`src/rtl/relay_bit_decoder_if.sv`:
```
// rtl/relay_bit_decoder_if.sv - sample/strobe bundle between the relay line and its bit decoder
interface relay_bit_decoder_if #(
    parameter int WORD_W = 8
);
    logic              mode;
    logic              data_in;
    logic              receiving;
    logic              bit_valid;
    logic              bit_val;
    logic              bit_err;
    logic              data_out;
    logic [WORD_W-1:0] word_out;
    logic              word_valid;

    modport master (
        output mode, data_in,
        input  receiving, bit_valid, bit_val, bit_err, data_out, word_out, word_valid
    );

    modport slave (
        input  mode, data_in,
        output receiving, bit_valid, bit_val, bit_err, data_out, word_out, word_valid
    );
endinterface

```
`src/rtl/relay_bit_decoder.sv`:
```
// rtl/relay_bit_decoder.sv - majority-vote oversampled bit decoder with held pulse and word assembly
module relay_bit_decoder #(
    parameter int WINDOW       = 64,
    parameter int HOLD_FAST    = 32,
    parameter int HOLD_SLOW    = 64,
    parameter int MIN_MARGIN   = 8,
    parameter int WORD_W       = 8,
    parameter int IDLE_WINDOWS = 4
) (
    input logic                clk,
    input logic                reset,
    relay_bit_decoder_if.slave bus
);
    localparam int CW   = $clog2(WINDOW + 1);
    localparam int HMAX = (HOLD_FAST > HOLD_SLOW) ? HOLD_FAST : HOLD_SLOW;
    localparam int HW   = $clog2(HMAX + 1);
    localparam int IW   = (WORD_W > 1) ? $clog2(WORD_W) : 1;
    localparam int SW   = $clog2(IDLE_WINDOWS + 1);

    localparam logic [CW-1:0] WIN_C      = CW'(WINDOW);
    localparam logic [CW:0]   WIN2_C     = (CW + 1)'(WINDOW);
    localparam logic [31:0]   MARGIN_C   = MIN_MARGIN;
    localparam logic [HW-1:0] HOLD_F_C   = HW'(HOLD_FAST);
    localparam logic [HW-1:0] HOLD_S_C   = HW'(HOLD_SLOW);
    localparam logic [IW-1:0] LAST_IDX_C = IW'(WORD_W - 1);
    localparam logic [SW-1:0] LAST_SIL_C = SW'(IDLE_WINDOWS - 1);

    localparam logic [0:0] S_IDLE = 1'b0;
    localparam logic [0:0] S_RECV = 1'b1;

    logic [0:0]        r_state;
    logic [CW-1:0]     r_sample_cnt;
    logic [CW-1:0]     r_ones_cnt;
    logic [IW-1:0]     r_bit_idx;
    logic [SW-1:0]     r_silent_cnt;
    logic [HW-1:0]     r_hold_cnt;
    logic [WORD_W-1:0] r_shift;
    logic              r_receiving;
    logic              r_bit_valid;
    logic              r_bit_val;
    logic              r_bit_err;
    logic              r_data_out;
    logic [WORD_W-1:0] r_word_out;
    logic              r_word_valid;

    logic [CW-1:0]     w_cnt_nxt;
    logic [CW-1:0]     w_ones_nxt;
    logic [CW:0]       w_ones2;
    logic [CW:0]       w_margin;
    logic              w_done;
    logic              w_bit;
    logic              w_err;
    logic              w_silent;
    logic              w_timeout;
    logic              w_word_done;
    logic [WORD_W-1:0] w_word;

    // The sample presented in the completion cycle is folded into the ending window.
    always_comb begin
        w_cnt_nxt   = r_sample_cnt + CW'(1);
        w_ones_nxt  = r_ones_cnt + CW'(bus.data_in);
        w_done      = (r_state == S_RECV) && (w_cnt_nxt == WIN_C);
        w_ones2     = {w_ones_nxt, 1'b0};
        w_bit       = (w_ones2 > WIN2_C);
        w_margin    = w_bit ? (w_ones2 - WIN2_C) : (WIN2_C - w_ones2);
        w_err       = (32'(w_margin) < MARGIN_C);
        w_silent    = (w_ones_nxt == '0);
        w_timeout   = w_done && w_silent && (r_silent_cnt == LAST_SIL_C);
        w_word_done = w_done && (r_bit_idx == LAST_IDX_C);
        w_word      = r_shift;
        w_word[r_bit_idx] = w_bit;
    end

    always_ff @(posedge clk) begin
        if (reset) begin
            r_state      <= S_IDLE;
            r_sample_cnt <= '0;
            r_ones_cnt   <= '0;
            r_bit_idx    <= '0;
            r_silent_cnt <= '0;
            r_hold_cnt   <= '0;
            r_shift      <= '0;
            r_receiving  <= 1'b0;
            r_bit_valid  <= 1'b0;
            r_bit_val    <= 1'b0;
            r_bit_err    <= 1'b0;
            r_data_out   <= 1'b0;
            r_word_out   <= '0;
            r_word_valid <= 1'b0;
        end else begin
            r_bit_valid  <= 1'b0;
            r_bit_err    <= 1'b0;
            r_word_valid <= 1'b0;

            case (r_state)
                S_IDLE: begin
                    if (bus.data_in) begin
                        r_state      <= S_RECV;
                        r_receiving  <= 1'b1;
                        r_sample_cnt <= CW'(1);
                        r_ones_cnt   <= CW'(1);
                    end
                end
                default: begin
                    if (w_done) begin
                        r_sample_cnt <= '0;
                        r_ones_cnt   <= '0;
                        r_bit_valid  <= 1'b1;
                        r_bit_val    <= w_bit;
                        r_bit_err    <= w_err;
                        if (w_word_done) begin
                            r_word_out   <= w_word;
                            r_word_valid <= 1'b1;
                            r_bit_idx    <= '0;
                            r_shift      <= '0;
                        end else begin
                            r_shift   <= w_word;
                            r_bit_idx <= r_bit_idx + IW'(1);
                        end
                        // A completed word still goes out; only the partial word is dropped.
                        if (w_timeout) begin
                            r_state      <= S_IDLE;
                            r_receiving  <= 1'b0;
                            r_silent_cnt <= '0;
                            r_bit_idx    <= '0;
                            r_shift      <= '0;
                        end else begin
                            r_silent_cnt <= w_silent ? (r_silent_cnt + SW'(1)) : '0;
                        end
                    end else begin
                        r_sample_cnt <= w_cnt_nxt;
                        r_ones_cnt   <= w_ones_nxt;
                    end
                end
            endcase

            // A new decision restarts the pulse rather than extending it.
            if (w_done) begin
                r_hold_cnt <= bus.mode ? HOLD_F_C : HOLD_S_C;
                r_data_out <= w_bit;
            end else if (r_hold_cnt != '0) begin
                r_hold_cnt <= r_hold_cnt - HW'(1);
                if (r_hold_cnt == HW'(1)) begin
                    r_data_out <= 1'b0;
                end
            end
        end
    end

    assign bus.receiving  = r_receiving;
    assign bus.bit_valid  = r_bit_valid;
    assign bus.bit_val    = r_bit_val;
    assign bus.bit_err    = r_bit_err;
    assign bus.data_out   = r_data_out;
    assign bus.word_out   = r_word_out;
    assign bus.word_valid = r_word_valid;
endmodule

```
`src/flat_wrapper.sv`:
```
// flat-port wrapper written by rule: the top's interface ports become plain ports
module relay_bit_decoder_flat 
#(
    parameter int WINDOW       = 64,
    parameter int HOLD_FAST    = 32,
    parameter int HOLD_SLOW    = 64,
    parameter int MIN_MARGIN   = 8,
    parameter int WORD_W       = 8,
    parameter int IDLE_WINDOWS = 4
)
  (clk, reset, bus_mode, bus_data_in, bus_receiving, bus_bit_valid, bus_bit_val, bus_bit_err, bus_data_out, bus_word_out, bus_word_valid);
  relay_bit_decoder_if #(.WORD_W(WORD_W)) bus_i ();
  input logic clk;
  input logic reset;
  input wire logic [$bits(bus_i.mode)-1:0] bus_mode;
  input wire logic [$bits(bus_i.data_in)-1:0] bus_data_in;
  output wire logic [$bits(bus_i.receiving)-1:0] bus_receiving;
  output wire logic [$bits(bus_i.bit_valid)-1:0] bus_bit_valid;
  output wire logic [$bits(bus_i.bit_val)-1:0] bus_bit_val;
  output wire logic [$bits(bus_i.bit_err)-1:0] bus_bit_err;
  output wire logic [$bits(bus_i.data_out)-1:0] bus_data_out;
  output wire logic [$bits(bus_i.word_out)-1:0] bus_word_out;
  output wire logic [$bits(bus_i.word_valid)-1:0] bus_word_valid;
  assign bus_i.mode = bus_mode;
  assign bus_i.data_in = bus_data_in;
  assign bus_receiving = bus_i.receiving;
  assign bus_bit_valid = bus_i.bit_valid;
  assign bus_bit_val = bus_i.bit_val;
  assign bus_bit_err = bus_i.bit_err;
  assign bus_data_out = bus_i.data_out;
  assign bus_word_out = bus_i.word_out;
  assign bus_word_valid = bus_i.word_valid;
  relay_bit_decoder #(.WINDOW(WINDOW), .HOLD_FAST(HOLD_FAST), .HOLD_SLOW(HOLD_SLOW), .MIN_MARGIN(MIN_MARGIN), .WORD_W(WORD_W), .IDLE_WINDOWS(IDLE_WINDOWS)) u_core (.clk(clk), .reset(reset), .bus(bus_i));
endmodule
```
`config.mk`:
```
export PLATFORM = sky130hd
export DESIGN_NAME = relay_bit_decoder_flat
export DESIGN_NICKNAME = d
export VERILOG_FILES = /design/src/rtl/relay_bit_decoder_if.sv /design/src/rtl/relay_bit_decoder.sv /design/src/flat_wrapper.sv
export SDC_FILE = /design/constraint.sdc
export NUM_CORES = 1
export LEC_CHECK = 0
export CAP_MARGIN = 15
export CORE_ASPECT_RATIO = 0.5
export CORE_MARGIN = 4
export CORE_UTILIZATION = 50
export CTS_CLUSTER_DIAMETER = 80
export DETAILED_ROUTE_END_ITERATION = 16
export PLACE_DENSITY = 0.72
export SYNTH_ARGS = -nofsm -noshare
export SYNTH_HDL_FRONTEND = slang
export SYNTH_SLANG_ARGS = --single-unit
```
`constraint.sdc`:
```
create_clock -name clk -period 2.5 [get_ports clk]
set_input_delay 0.5 -clock clk [delete_from_list [all_inputs] [get_ports clk]]
set_output_delay 0.5 -clock clk [all_outputs]
set_load 0.03 [all_outputs]
```
# Word level (Yosys, flattened, before mapping)

Index checks and enable logic that the tools add are counted.

Add/sub/neg operators: 7
Order comparisons: 4
Eq/ne operators: 6
Multiplexer cells: 31
Bitwise logic cells: 2
Reduce and logical (&&, ||, !) cells: 16

Operator list:

| cell                                                                             | count |
|---|---|
| 7-bit 2-to-1 mux                                                                 | 8 |
| 8-bit 2-to-1 mux                                                                 | 3 |
| 1-bit 2-to-1 mux                                                                 | 14 |
| 3-bit 2-to-1 mux                                                                 | 4 |
| 8-bit bitwise mux                                                                | 1 |
| 8-bit by 7-bit greater-than comparator with 1-bit output (second input constant) | 1 |
| 8-bit by 4-bit less-than comparator with 1-bit output (second input constant)    | 1 |
| 7-bit by 8-bit subtractor with 8-bit output (first input constant)               | 1 |
| 8-bit by 7-bit subtractor with 8-bit output (second input constant)              | 1 |
| 7-bit by 1-bit adder with 7-bit output                                           | 1 |
| 7-bit by 1-bit adder with 7-bit output (second input constant)                   | 1 |
| 7-bit by 1-bit == test with 1-bit output (second input constant)                 | 1 |
| 7-bit == test (second input constant)                                            | 1 |
| 7-bit zero test                                                                  | 1 |
| 7-bit nonzero test                                                               | 1 |
| 7-bit by 1-bit subtractor with 7-bit output (second input constant)              | 1 |
| 3-bit by 1-bit adder with 3-bit output (second input constant)                   | 2 |
| 3-bit AND reduction                                                              | 2 |
| 2-bit nonzero test                                                               | 3 |
| 1-bit logical AND                                                                | 5 |
| 3-bit by 4-bit less-than comparator with 1-bit output (second input constant)    | 1 |
| 2-bit != test (second input constant)                                            | 2 |
| 2-bit AND reduction                                                              | 2 |
| 1-bit demux with 3-bit select                                                    | 1 |
| 6 further kinds                                                                  | 7 |

Bits in registers: 50
Bits of input ports: 4
Output and inout port bits: 14
Word-level logic and storage cells: 80

# Longest topological paths before layout

Gate-level depths: netlist (run 1).

Depth in word-level cells: 8
Mapped depth: 10

# Worst setup path after synthesis (run 1)

Ideal clock, no wire load.

Path kind: input port to flip-flop
Start: input port bus_data_in
End: register u_core.r_silent_cnt[0]
Setup time: 0.071 ns
Arrival time: 2.583 ns
Data required time: 2.429 ns
Setup slack: -0.154 ns
Stages on the path: 9
Buffers on the path: 1
Cells stage by stage: ha_1 -> ha_1 -> buf_2 -> or4_4 -> nor3_4 -> nor2_1 -> or4_4 -> or3_1 -> a21oi_1

Longest elaborated chain between the ends: 5
Elaborated cells between the ends (all ways): 6

RTL lines:

| element                                    | line                     | RTL |
|---|---|---|
| start: declaration                         | flat_wrapper.sv:16       | `input wire logic [$bits(bus_i.data_in)-1:0] bus_data_in;` |
| 7-bit by 1-bit adder with 7-bit output (*) | relay_bit_decoder.sv:61  | `w_ones_nxt = r_ones_cnt + CW'(bus.data_in);` |
| 7-bit zero test (*)                        | relay_bit_decoder.sv:67  | `w_silent = (w_ones_nxt == '0);` |
| 1-bit logical AND (2 in a row)             | relay_bit_decoder.sv:68  | `w_timeout = w_done && w_silent && (r_silent_cnt == LAST_SIL_C);` |
| 3-bit 2-to-1 mux (*)                       | relay_bit_decoder.sv:121 | `if (w_timeout) begin` |
| end signal: assignment                     | relay_bit_decoder.sv:128 | `r_silent_cnt <= w_silent ? (r_silent_cnt + SW'(1)) : '0;` |
| end: declaration                           | relay_bit_decoder.sv:35  | `logic [SW-1:0] r_silent_cnt;` |

Mark *: on every way between the ends. The rest lies on a longest branch, timed or not.
A chain may end at the register's enable or synchronous reset.

# Worst setup path in the final report (run 1)

Start: input port bus_data_in
End: register u_core.r_silent_cnt[1]

Same word-level chain as after synthesis.

==> results.py, run 1 <==
metrics = {
    "drt": {
        "wl_per_cell_um": 13.77,
        "ant_nets": 0,
        "drtIter0Drc": 115,
        "drt_pass1_iterations": 4,
        "vias_per_cell": 5.601,
        "vias": 2173,
        "drc": 0,
        "drt-total-wl_um": 5342,
    },
    "power_and_ir_drop": {
        "p_leak_nw": 1.168,
        "p_int_mw": 1.296,
        "power_switching_uw": 486.1,
        "seqPwrFrac_pct": 49.2,
        "total_power_mw": 1.783,
        "p_per_area_mw_per_mm2": 590.7,
        "ir_worst_vdd_uv": 270.5,
        "p_sw_share_pct": 27.27,
        "combPwrFrac_pct": 18.6,
        "power_frac_clock_pct": 32.2,
    },
    "flow_run": {
        "cap_violations": 0,
    },
    "critical_path": {
        "crit_required_ns": 2.74,
        "rrSetupSlack_ns": 0.15,
        "worstSetupStartpointType": "input pin",
        "crit_path_max_incr_delay_ns": 0.43,
        "reg2regPathDepth": 9,
        "worstPathMaxFanout": 3,
        "crit_arrival_ns": 2.64,
        "path_class": "input pin to flop",
        "endpoint_kind": "flop",
        "cpMaxStageDelayCell": "or4_4",
        "cp_cell_sequence": "clkdlybuf4s15_2 > ha_4 > ha_4 > or4_4 > nor3_4 > nor2_1 > or4_4 > or3_4 > a21oi_2",
    },
    "die": {
        "die_w_um": 106.9,
        "die-area_mm2": 0.006138,
        "fp.dieH_um": 57.44,
        "rows": 17,
        "initial_core_util_pct": 53.68,
        "io_pins": 18,
        "fp.coreArea_mm2": 0.004552,
    },
    "yosys": {
        "synth_nets": 299,
        "yosys_most_used_dff": "dfxtp_1",
        "synthCells": 285,
        "seq_area_frac_synth_pct": 40.96,
        "synth_edf_count": 0,
        "async_flop_share_pct": 0,
        "synth_cell_types": 48,
        "yosys_register_bits": 50,
        "ys_warn_count": 0,
        "netlist_area_mm2": 0.002444,
        "syn_avg_cell_area_um2": 8.574,
    },
    "clock_tree": {
        "numClockSinks": 50,
        "clk_pin_slew_ns": 0.09,
        "tritoncts": "built",
        "htreeDepth": 2,
        "cts_root_buffer": "clkbuf_8",
        "cts_buffer_depth": 2,
        "worstSkewPairLatency_ns": 0.30,
        "cts_buffers": 5,
        "postCtsHoldBufs": 0,
    },
    "sta": {
        "min_period_over_period_pct": 96.35,
        "final.min_clock_period_ns": 2.409,
        "skew_ns": 0.005221,
        "fmax_mhz": 415.2,
        "finalHoldViolations": 0,
        "finalMaxSlewViolations": 0,
        "tightest_slew_ns": 0.7091,
        "rsz0062_at_grt": "no",
        "slew_headroom_pct": 52.55,
        "holdWs_ns": 0.4631,
        "finalSetupViolations": 0,
    },
    "min_path": {
        "whs_path_depth": 2,
        "hold_class": "flop to flop",
    },
    "grt": {
        "gr-total-overflow": 0,
        "first_global_vias": 2015,
        "track_usage_pct": 18.25,
        "antenna_found_initial": 0,
        "grt_pass1_wl_um": 9211,
        "grt_max_degree": 31,
    },
    "finish": {
        "area_growth_pct": 23.50,
        "nets": 335,
        "drive_above_1_share_pct": 17.70,
        "antenna_cells": 0,
    },
    "placement": {
        "gp_congestion": 0.8173,
        "dp_hpwl_um": 3660,
        "io_buffers": 17,
    },
    "run_status": {
        "status": "finished clean",
    },
}
## state kept, by name, indices dropped and copies added, names as in the netlist, 3 cells and up
register	cells
u_core.r_sample_cnt	7
u_core.r_silent_cnt	3
u_core.r_bit_idx	3
u_core.r_hold_cnt	7
u_core.r_ones_cnt	7
u_core.bus.word_out	8
u_core.r_shift	8
## logic make-up after synthesis
family                   share of synthesized area (%)
flip-flops                                       40.96
buffers and inverters                            3.891
multiplexers                                     5.120
adder cells (fa/ha/maj)                          5.120
XOR/XNOR                                         1.792
AND/OR/NAND/NOR                                  25.50
AO/OA/AOI/OAI                                    17.61
## power groups by stage
stage	clock network, mW	registers (mW)	logic [mW]
detailed placement	0	0.894	0.323
floorplan	0	0.891	0.249
CTS	0.590	0.876	0.334
finish	0.574	0.877	0.332
global placement	0	0.891	0.314
global route	0.623	0.882	0.374
## area by class of cell
| type | count | area, um2 |
|---|---|---|
| clock inverters | 3 | 43.79 |
| clock buffers | 5 | 68.82 |
| repair buffers | 47 | 409.1 |
| multi-input cells | 213 | 1398 |
| well taps | 66 | 82.58 |
| inverters | 4 | 15.01 |
| fillers | 398 | 1534 |
| flip-flops and latches | 50 | 1001 |
## worst paths after layout
check | start | endpoint
worst max register to register | u_core.r_ones_cnt[0]$_SDFFE_PP0P_ | u_core.r_silent_cnt[1]$_SDFFE_PP0N_
worst min-delay path | u_core.r_silent_cnt[2]$_SDFFE_PP0N_ | u_core.r_silent_cnt[2]$_SDFFE_PP0N_
worst max-delay path | bus_data_in | u_core.r_silent_cnt[1]$_SDFFE_PP0N_
worst min register to register | u_core.r_silent_cnt[2]$_SDFFE_PP0N_ | u_core.r_silent_cnt[2]$_SDFFE_PP0N_
## cell usage after synthesis, types with 3 or more instances
cell	n	area share (%)
dfxtp_1	50	41
nor2_1	41	6.3
nand2_1	20	3.1
a21oi_1	17	3.5
clkbuf_1	14	2.2
nand3_1	11	2.3
nor3_1	11	2.3
a22o_1	10	3.6
ha_1	10	5.1
o21ai_0	9	1.8
a31oi_1	8	2.0
mux2i_1	8	3.3
nor2b_1	6	1.5
nand3b_1	5	1.5
a22oi_1	4	1.2
and3_1	4	1.0
inv_1	4	0.61
mux2_2	4	1.8
or3_1	4	1.0
a211oi_1	3	0.92
a41oi_1	3	1.1
and2_1	3	0.77
nor3b_1	3	0.92
nor4_1	3	0.77
xnor2_1	3	1.1
## routing by layer
layer / track usage (%) / up-vias / routed length, um
li1: - / 1095 / -
met2: 30.41 / 47 / 2429
met3: 4.520 / 4 / 173
met4: 3.279 / 0 / 22
met1: 24.48 / 1027 / 2717
met5: 0 / - / 0
## worst max-delay path: cells and delay by family
kind	cells	cell delay, ns
AND/OR/NAND/NOR	5	1.47
adder cells (fa/ha/maj)	2	0.33
buffers and inverters	1	0.21
AO/OA/AOI/OAI	1	0.13
## placed cells by master (no fill, tap or decap), types with 2 or more instances in the layout
| master | Yosys | routed |
|---|---|---|
| dfxtp_1 | 50 | 50 |
| nor2_1 | 41 | 40 |
| buf_4 | 1 | 29 |
| nand2_1 | 20 | 20 |
| a21oi_1 | 17 | 16 |
| clkdlybuf4s50_1 | 0 | 16 |
| nand3_1 | 11 | 11 |
| nor3_1 | 11 | 10 |
| a22o_1 | 10 | 10 |
| o21ai_0 | 9 | 9 |
| a31oi_1 | 8 | 8 |
| mux2i_1 | 8 | 8 |
| ha_1 | 10 | 8 |
| nor2b_1 | 6 | 6 |
| nand3b_1 | 5 | 5 |
| clkbuf_8 | 0 | 5 |
| inv_1 | 4 | 4 |
| and3_1 | 4 | 4 |
| mux2_2 | 4 | 4 |
| a22oi_1 | 4 | 4 |
| or3_1 | 4 | 3 |
| a211oi_1 | 3 | 3 |
| nor3b_1 | 3 | 3 |
| and2_1 | 3 | 3 |
| a41oi_1 | 3 | 3 |
| xnor2_1 | 3 | 3 |
| or4_4 | 2 | 2 |
| and4_1 | 2 | 2 |
| nand2b_1 | 2 | 2 |
| xor2_1 | 2 | 2 |
| nor4_1 | 3 | 2 |
| ha_4 | 0 | 2 |
## timing repair
action | in CTS | in global routing
resized for setup | 7 | 2
endpoints found under the setup margin | 26 | 18
setup buffers | 2 | 0
pin swaps | 6 | 4
## stage by stage
| stage | TNS, ns | setup WS [ns] | area [um2] | utilization, % | cells |
|---|---|---|---|---|---|
| after floorplan | -0.3395 | -0.1504 | 2475 | - | 285 |
| after global placement | -12.89 | -0.6104 | 2864 | 62.92 | 378 |
| after detailed placement | -13.62 | -0.6408 | 2864 | 62.92 | 378 |
| after CTS | 0 | 0.007490 | 3010 | 66.14 | 388 |
| after global routing | 0 | 0.01920 | 3018 | 66.30 | 388 |
| final | 0 | 0.09133 | 3018 | 66.30 | 388 |
Note: power is estimated with default switching activity, not from simulation.
==> inputs of run 2 (changes only) <==
Settings changed: CAP_MARGIN 15 to not set, PLACE_DENSITY 0.72 to 0.81.
==> run 2 against run 1 <==
Critical path depth shrank 1. First-iteration DRC count shrank 29%. Worst hold slack lost 0.0034 ns. Setup slack gained 0.0043 ns. Count of clock-buffer cells in the layout is the same. Sequential power is essentially flat. Utilization shrank 1.2 points. Global-route usage shrank 0.63 points. Critical path type is now flop to flop.
==> results.py, run 2 (same netlist as run 1, synthesis figures left out) <==
metrics = {
    "drt": {
        "ant_nets": 0,
        "drtIter0Drc": 82,
        "drc": 0,
        "wl_per_cell_um": 14.22,
        "drt_pass1_iterations": 5,
        "vias_per_cell": 5.727,
        "vias": 2199,
        "drt-total-wl_um": 5460,
    },
    "power_and_ir_drop": {
        "total_power_mw": 1.760,
        "ir_worst_vdd_uv": 433.3,
        "p_leak_nw": 1.138,
        "p_per_area_mw_per_mm2": 594.1,
    },
    "die": {
        "initial_core_util_pct": 53.68,
        "die_w_um": 106.9,
        "rows": 17,
        "die-area_mm2": 0.006138,
        "fp.coreArea_mm2": 0.004552,
        "io_pins": 18,
        "fp.dieH_um": 57.44,
    },
    "finish": {
        "drive_above_1_share_pct": 16.35,
        "multi_input_area_mm2": 0.001388,
        "nets": 332,
        "antenna_cells": 0,
        "area_growth_pct": 21.25,
        "fin_util_pct": 65.09,
        "seqCellArea_mm2": 0.001002,
        "layout_commonest_cell": "dfxtp_1",
        "n_fill_cell": 376,
        "layout_common_cells": "49 x dfxtp_1, 41 x nor2_1, 27 x buf_4, 20 x nand2_1",
        "instances_no_fill": 384,
    },
    "clock_tree": {
        "postCtsHoldBufs": 0,
        "cts_buffers": 5,
        "cts_buffer_depth": 2,
        "clk_pin_slew_ns": 0.09,
        "htreeDepth": 2,
        "numClockSinks": 50,
        "tritoncts": "built",
        "cts_root_buffer": "clkbuf_8",
        "worstSkewPairLatency_ns": 0.30,
    },
    "placement": {
        "io_buffers": 17,
        "gp_congestion": 0.8940,
        "dp.cells": 376,
        "dp_hpwl_um": 3951,
    },
    "critical_path": {
        "crit_required_ns": 2.73,
        "cp_cell_sequence": "ha_4 > ha_4 > or4_4 > nor3_4 > nor2_1 > or4_4 > or3_4 > a21oi_2",
        "rr_startpoint": "u_core.r_ones_cnt[0]$_SDFFE_PP0P_",
        "endpoint_kind": "flop",
        "worstPathMaxFanout": 4,
        "path_class": "flop to flop",
        "rrSetupSlack_ns": 0.1,
        "startpoint": "u_core.r_ones_cnt[0]$_SDFFE_PP0P_",
        "crit_path_max_incr_delay_ns": 0.44,
        "reg2regPathDepth": 8,
        "crit_arrival_ns": 2.63,
        "crit_path_end": "u_core.r_silent_cnt[0]$_SDFFE_PP0N_",
        "worstSetupStartpointType": "flop",
        "reg2reg_to": "u_core.r_silent_cnt[0]$_SDFFE_PP0N_",
        "cpMaxStageDelayCell": "or4_4",
    },
    "grt": {
        "use_met2_pct": 29.79,
        "use_met1_pct": 22.96,
        "grt_use_met3_pct": 3.503,
        "gr-total-overflow": 0,
        "busiest_layer": "met2",
        "antenna_found_initial": 0,
        "track_usage_pct": 17.62,
        "grt_pass1_wl_um": 8921,
        "first_global_vias": 2023,
        "grt_max_degree": 31,
    },
    "sta": {
        "slew_headroom_pct": 51.16,
        "finalMaxSlewViolations": 0,
        "rsz0062_at_grt": "no",
        "fmax_mhz": 415.9,
        "skew_ns": 0.004992,
        "tightest_slew_ns": 0.7299,
        "finalHoldViolations": 0,
        "min_period_over_period_pct": 96.18,
        "finalSetupViolations": 0,
        "final.min_clock_period_ns": 2.404,
    },
    "run_status": {
        "status": "finished clean",
    },
    "flow_run": {
        "cap_violations": 0,
    },
    "min_path": {
        "hold_class": "flop to flop",
    },
}
[run 2: changes by cell type in the layout (fill, tap and decap cells not counted), sizes merged]
cell and change:
clkbuf +1, buf -3, clkdlybuf4s15 -1, inv -1
[run 2: how the worst min path moves through the flow]
stage / endpoint / slack, ns / cells after the start / from
floorplan: u_core.r_silent_cnt[2]$_SDFFE_PP0N_ / 0.44 / 2 / u_core.r_silent_cnt[2]$_SDFFE_PP0N_
global placement: u_core.bus.bit_val$_SDFFE_PP0N_ / 0.44 / 2 / u_core.bus.bit_val$_SDFFE_PP0N_
detailed placement: u_core.bus.bit_val$_SDFFE_PP0N_ / 0.45 / 2 / u_core.bus.bit_val$_SDFFE_PP0N_
CTS: u_core.bus.bit_val$_SDFFE_PP0N_ / 0.46 / 2 / u_core.bus.bit_val$_SDFFE_PP0N_
global route: u_core.bus.receiving$_SDFFE_PP0P_ / 0.48 / 1 / u_core.bus.receiving$_SDFFE_PP0P_
finish: u_core.bus.bit_val$_SDFFE_PP0N_ / 0.46 / 2 / u_core.bus.bit_val$_SDFFE_PP0N_
[run 2: what timing repair did]
| action | 4_1_cts | 5_1_grt |
|---|---|---|
| endpoints found under the hold margin | 0 | 0 |
| setup endpoints to repair | 24 | 9 |
| resized for setup | 5 | 2 |
| pin swaps | 5 | 2 |
| buffers inserted | 0 | 1 |
| gates cloned | 0 | 0 |
[run 2: power by group]
| group | total, mW | internal, mW | switching [mW] | leakage, nW |
|---|---|---|---|---|
| registers | 0.875 | 0.837 | 0.0381 | 0.405 |
| logic | 0.328 | 0.151 | 0.177 | 0.679 |
| clock network | 0.557 | 0.295 | 0.263 | 0.0542 |
| total | 1.76 | 1.28 | 0.478 | 1.14 |
[run 2: layout make-up]
class / instances / area share (%)
multi-input combinational: 213 / 46.83
clock buffer: 5 / 2.323
clock inverter: 2 / 1.309
inverter: 4 / 0.5068
timing repair buffer: 44 / 12.42
sequential: 50 / 33.83
tap: 66 / 2.787
[run 2: through the flow]
step                setup TNS [ns]  setup WS [ns]  hold slack (ns)  instance area [um2]
floorplan                  -0.3395        -0.1504           0.4363                 2475
global placement            -11.13        -0.6119           0.4444                 2836
detailed placement          -12.27        -0.7107           0.4494                 2836
CTS                              0        0.01024           0.4620                 2959
global route                     0        0.02452           0.4821                 2963
finish                           0        0.09558           0.4598                 2963
[run 2: routing by layer]
metal	vias up	wire length (um)
li1	1083	-
met1	1038	2571
met2	69	2556
met3	9	254
met4	0	78
met5	-	0
[run 2: critical path, delay by kind of cell, from the launching register on]
family	cells	cell delay, ns
AOI/OAI and AO/OA	1	0.15
adders and majority gates	2	0.33
DFF	1	0.34
and+or+nand+nor	5	1.51
==> inputs of run 3 (changes only) <==
Settings changed: DONT_BUFFER_PORTS set to 1, PLACE_DENSITY 0.81 to 0.74, SKIP_LAST_GASP set to 1.
Clock period 2.5 ns to 2.65 ns, I/O delays scaled along.
==> run 3 against run 2 <==
Critical endpoint unchanged. Final cell count fell by 8.6%. Utilization fell by 6.4 points. Sequential share of layout area rose by 3.6 points. Setup slack improved by 0.030 ns. Largest cell class unchanged. Maximum frequency fell by 4.7%. Via count fell by 6.5%. Routed wire length fell by 1.1%. Clock power rose by 3%. Total power fell by 4.3%. Worst hold slack got worse by 0.19 ns. Cell area fell by 9.8%.
==> results.py, run 3 (same netlist as run 1, synthesis figures left out) <==
metrics = {
    "run_status": {
        "status": "finished clean",
    },
    "grt": {
        "first_global_vias": 1960,
        "track_usage_pct": 19.35,
        "grt_max_degree": 32,
        "antenna_found_initial": 0,
        "gr-total-overflow": 0,
        "grt_pass1_wl_um": 9494,
    },
    "critical_path": {
        "worstPathMaxFanout": 4,
        "worstSetupStartpointType": "flop",
        "crit_arrival_ns": 2.77,
        "reg2regPathDepth": 8,
        "crit_required_ns": 2.90,
        "endpoint_kind": "flop",
        "path_class": "flop to flop",
    },
    "clock_tree": {
        "cts_buffer_depth": 2,
        "numClockSinks": 50,
        "tritoncts": "built",
        "postCtsHoldBufs": 0,
        "worstSkewPairLatency_ns": 0.32,
        "htreeDepth": 2,
        "cts_buffers": 5,
        "cts_root_buffer": "clkbuf_8",
        "clk_pin_slew_ns": 0.10,
    },
    "finish": {
        "layout_commonest_cell": "dfxtp_1",
        "antenna_cells": 0,
        "instances_no_fill": 351,
        "area_growth_pct": 9.319,
        "drive_above_1_share_pct": 11.58,
        "nets": 298,
        "stdcell_area_mm2": 0.002671,
        "layout_common_cells": "50 x dfxtp_1, 40 x nor2_1, 20 x nand2_1, 17 x a21oi_1",
    },
    "placement": {
        "place_area_mm2": 0.002546,
        "post-place-ws_ns": -0.04078,
        "io_buffers": 0,
        "dp_hpwl_um": 3660,
        "dp.cells": 343,
        "gp_congestion": 0.8057,
    },
    "die": {
        "rows": 17,
        "fp.dieH_um": 57.44,
        "die-area_mm2": 0.006138,
        "die_w_um": 106.9,
        "io_pins": 18,
        "initial_core_util_pct": 53.68,
        "fp.coreArea_mm2": 0.004552,
    },
    "min_path": {
        "hold_class": "input pin to flop",
        "whs_path_depth": 1,
    },
    "flow_run": {
        "cap_violations": 0,
    },
    "drt": {
        "drt_pass1_iterations": 4,
        "wl_per_cell_um": 15.38,
        "vias_per_cell": 5.860,
        "ant_nets": 0,
        "drt-total-wl_um": 5398,
        "vias": 2057,
        "drtIter0Drc": 115,
        "drc": 0,
    },
    "sta": {
        "min_period_over_period_pct": 95.26,
        "slew_headroom_pct": 64.93,
        "finalMaxSlewViolations": 0,
        "final.min_clock_period_ns": 2.524,
        "fmax_mhz": 396.2,
        "tightest_slew_ns": 0.5217,
        "finalHoldViolations": 0,
        "finalSetupViolations": 0,
        "rsz0062_at_grt": "no",
        "skew_ns": 0.006194,
        "worst_slack_ns": 0.1257,
    },
    "power_and_ir_drop": {
        "p_int_mw": 1.206,
        "power_frac_clock_pct": 34.0,
        "ir_worst_vdd_uv": 367.3,
        "p_leak_nw": 0.9986,
        "p_sw_share_pct": 28.35,
        "power_switching_uw": 477.4,
        "p_per_area_mw_per_mm2": 630.3,
        "seqPwrFrac_pct": 49.3,
        "combPwrFrac_pct": 16.7,
    },
}
-- run 3: timing repair --
item / CTS / global route
buffers inserted: 0 / 0
endpoints found under the setup margin: 0 / 11
gates resized for setup: 0 / 2
-- run 3: power groups by stage --
stage	Sequential, mW	Clock, mW	Combinational (mW)
finish	0.831	0.573	0.281
global route	0.838	0.627	0.320
CTS	0.831	0.586	0.281
detailed placement	0.848	0	0.275
global placement	0.846	0	0.265
floorplan	0.841	0	0.235
-- run 3: worst max-delay path, cell delays in order, from the launching register on --
cell	delay, ns
dfxtp_1	0.35
ha_4	0.18
ha_4	0.16
or4_4	0.55
nor3_4	0.21
nor2_1	0.06
or4_4	0.42
or3_1	0.38
a21oi_1	0.14
-- run 3: per-layer routing --
layer / routed length (um) / up-vias / track usage [%]
met5: 0 / - / 0
met4: 76 / 0 / 6.011
met3: 327 / 6 / 6.102
met2: 2466 / 53 / 30.59
met1: 2527 / 979 / 25.46
li1: - / 1019 / -
-- run 3: area by class of cell --
class	instances	area, um2
multi-input combinational	213	1381
tap	66	82.58
inverter	4	15.01
timing repair buffer	10	75.07
sequential	50	1001
clock inverter	3	47.55
clock buffer	5	68.82
fill	414	1881
-- run 3: final timing paths --
| path | from | to | slack (ns) |
|---|---|---|---|
| setup / recovery | u_core.r_ones_cnt[0]$_SDFFE_PP0P_ | u_core.r_silent_cnt[0]$_SDFFE_PP0N_ | 0.13 |
| hold / removal | reset | u_core.bus.bit_val$_SDFFE_PP0N_ | 0.27 |
| setup reg to reg | u_core.r_ones_cnt[0]$_SDFFE_PP0P_ | u_core.r_silent_cnt[0]$_SDFFE_PP0N_ | 0.13 |
| hold reg to reg | u_core.r_silent_cnt[2]$_SDFFE_PP0N_ | u_core.r_silent_cnt[2]$_SDFFE_PP0N_ | 0.46 |
-- run 3: through the flow --
stage / TNS (ns) / hold WS, ns / power, mW / util, %
floorplan: -0.03036 / 0.4363 / 1.075 / -
global placement: 0 / 0.4389 / 1.111 / 55.94
detailed placement: -0.04078 / 0.4473 / 1.123 / 55.94
CTS: 0 / 0.2592 / 1.698 / 58.49
global route: 0 / 0.2372 / 1.785 / 58.69
finish: 0 / 0.2672 / 1.684 / 58.69
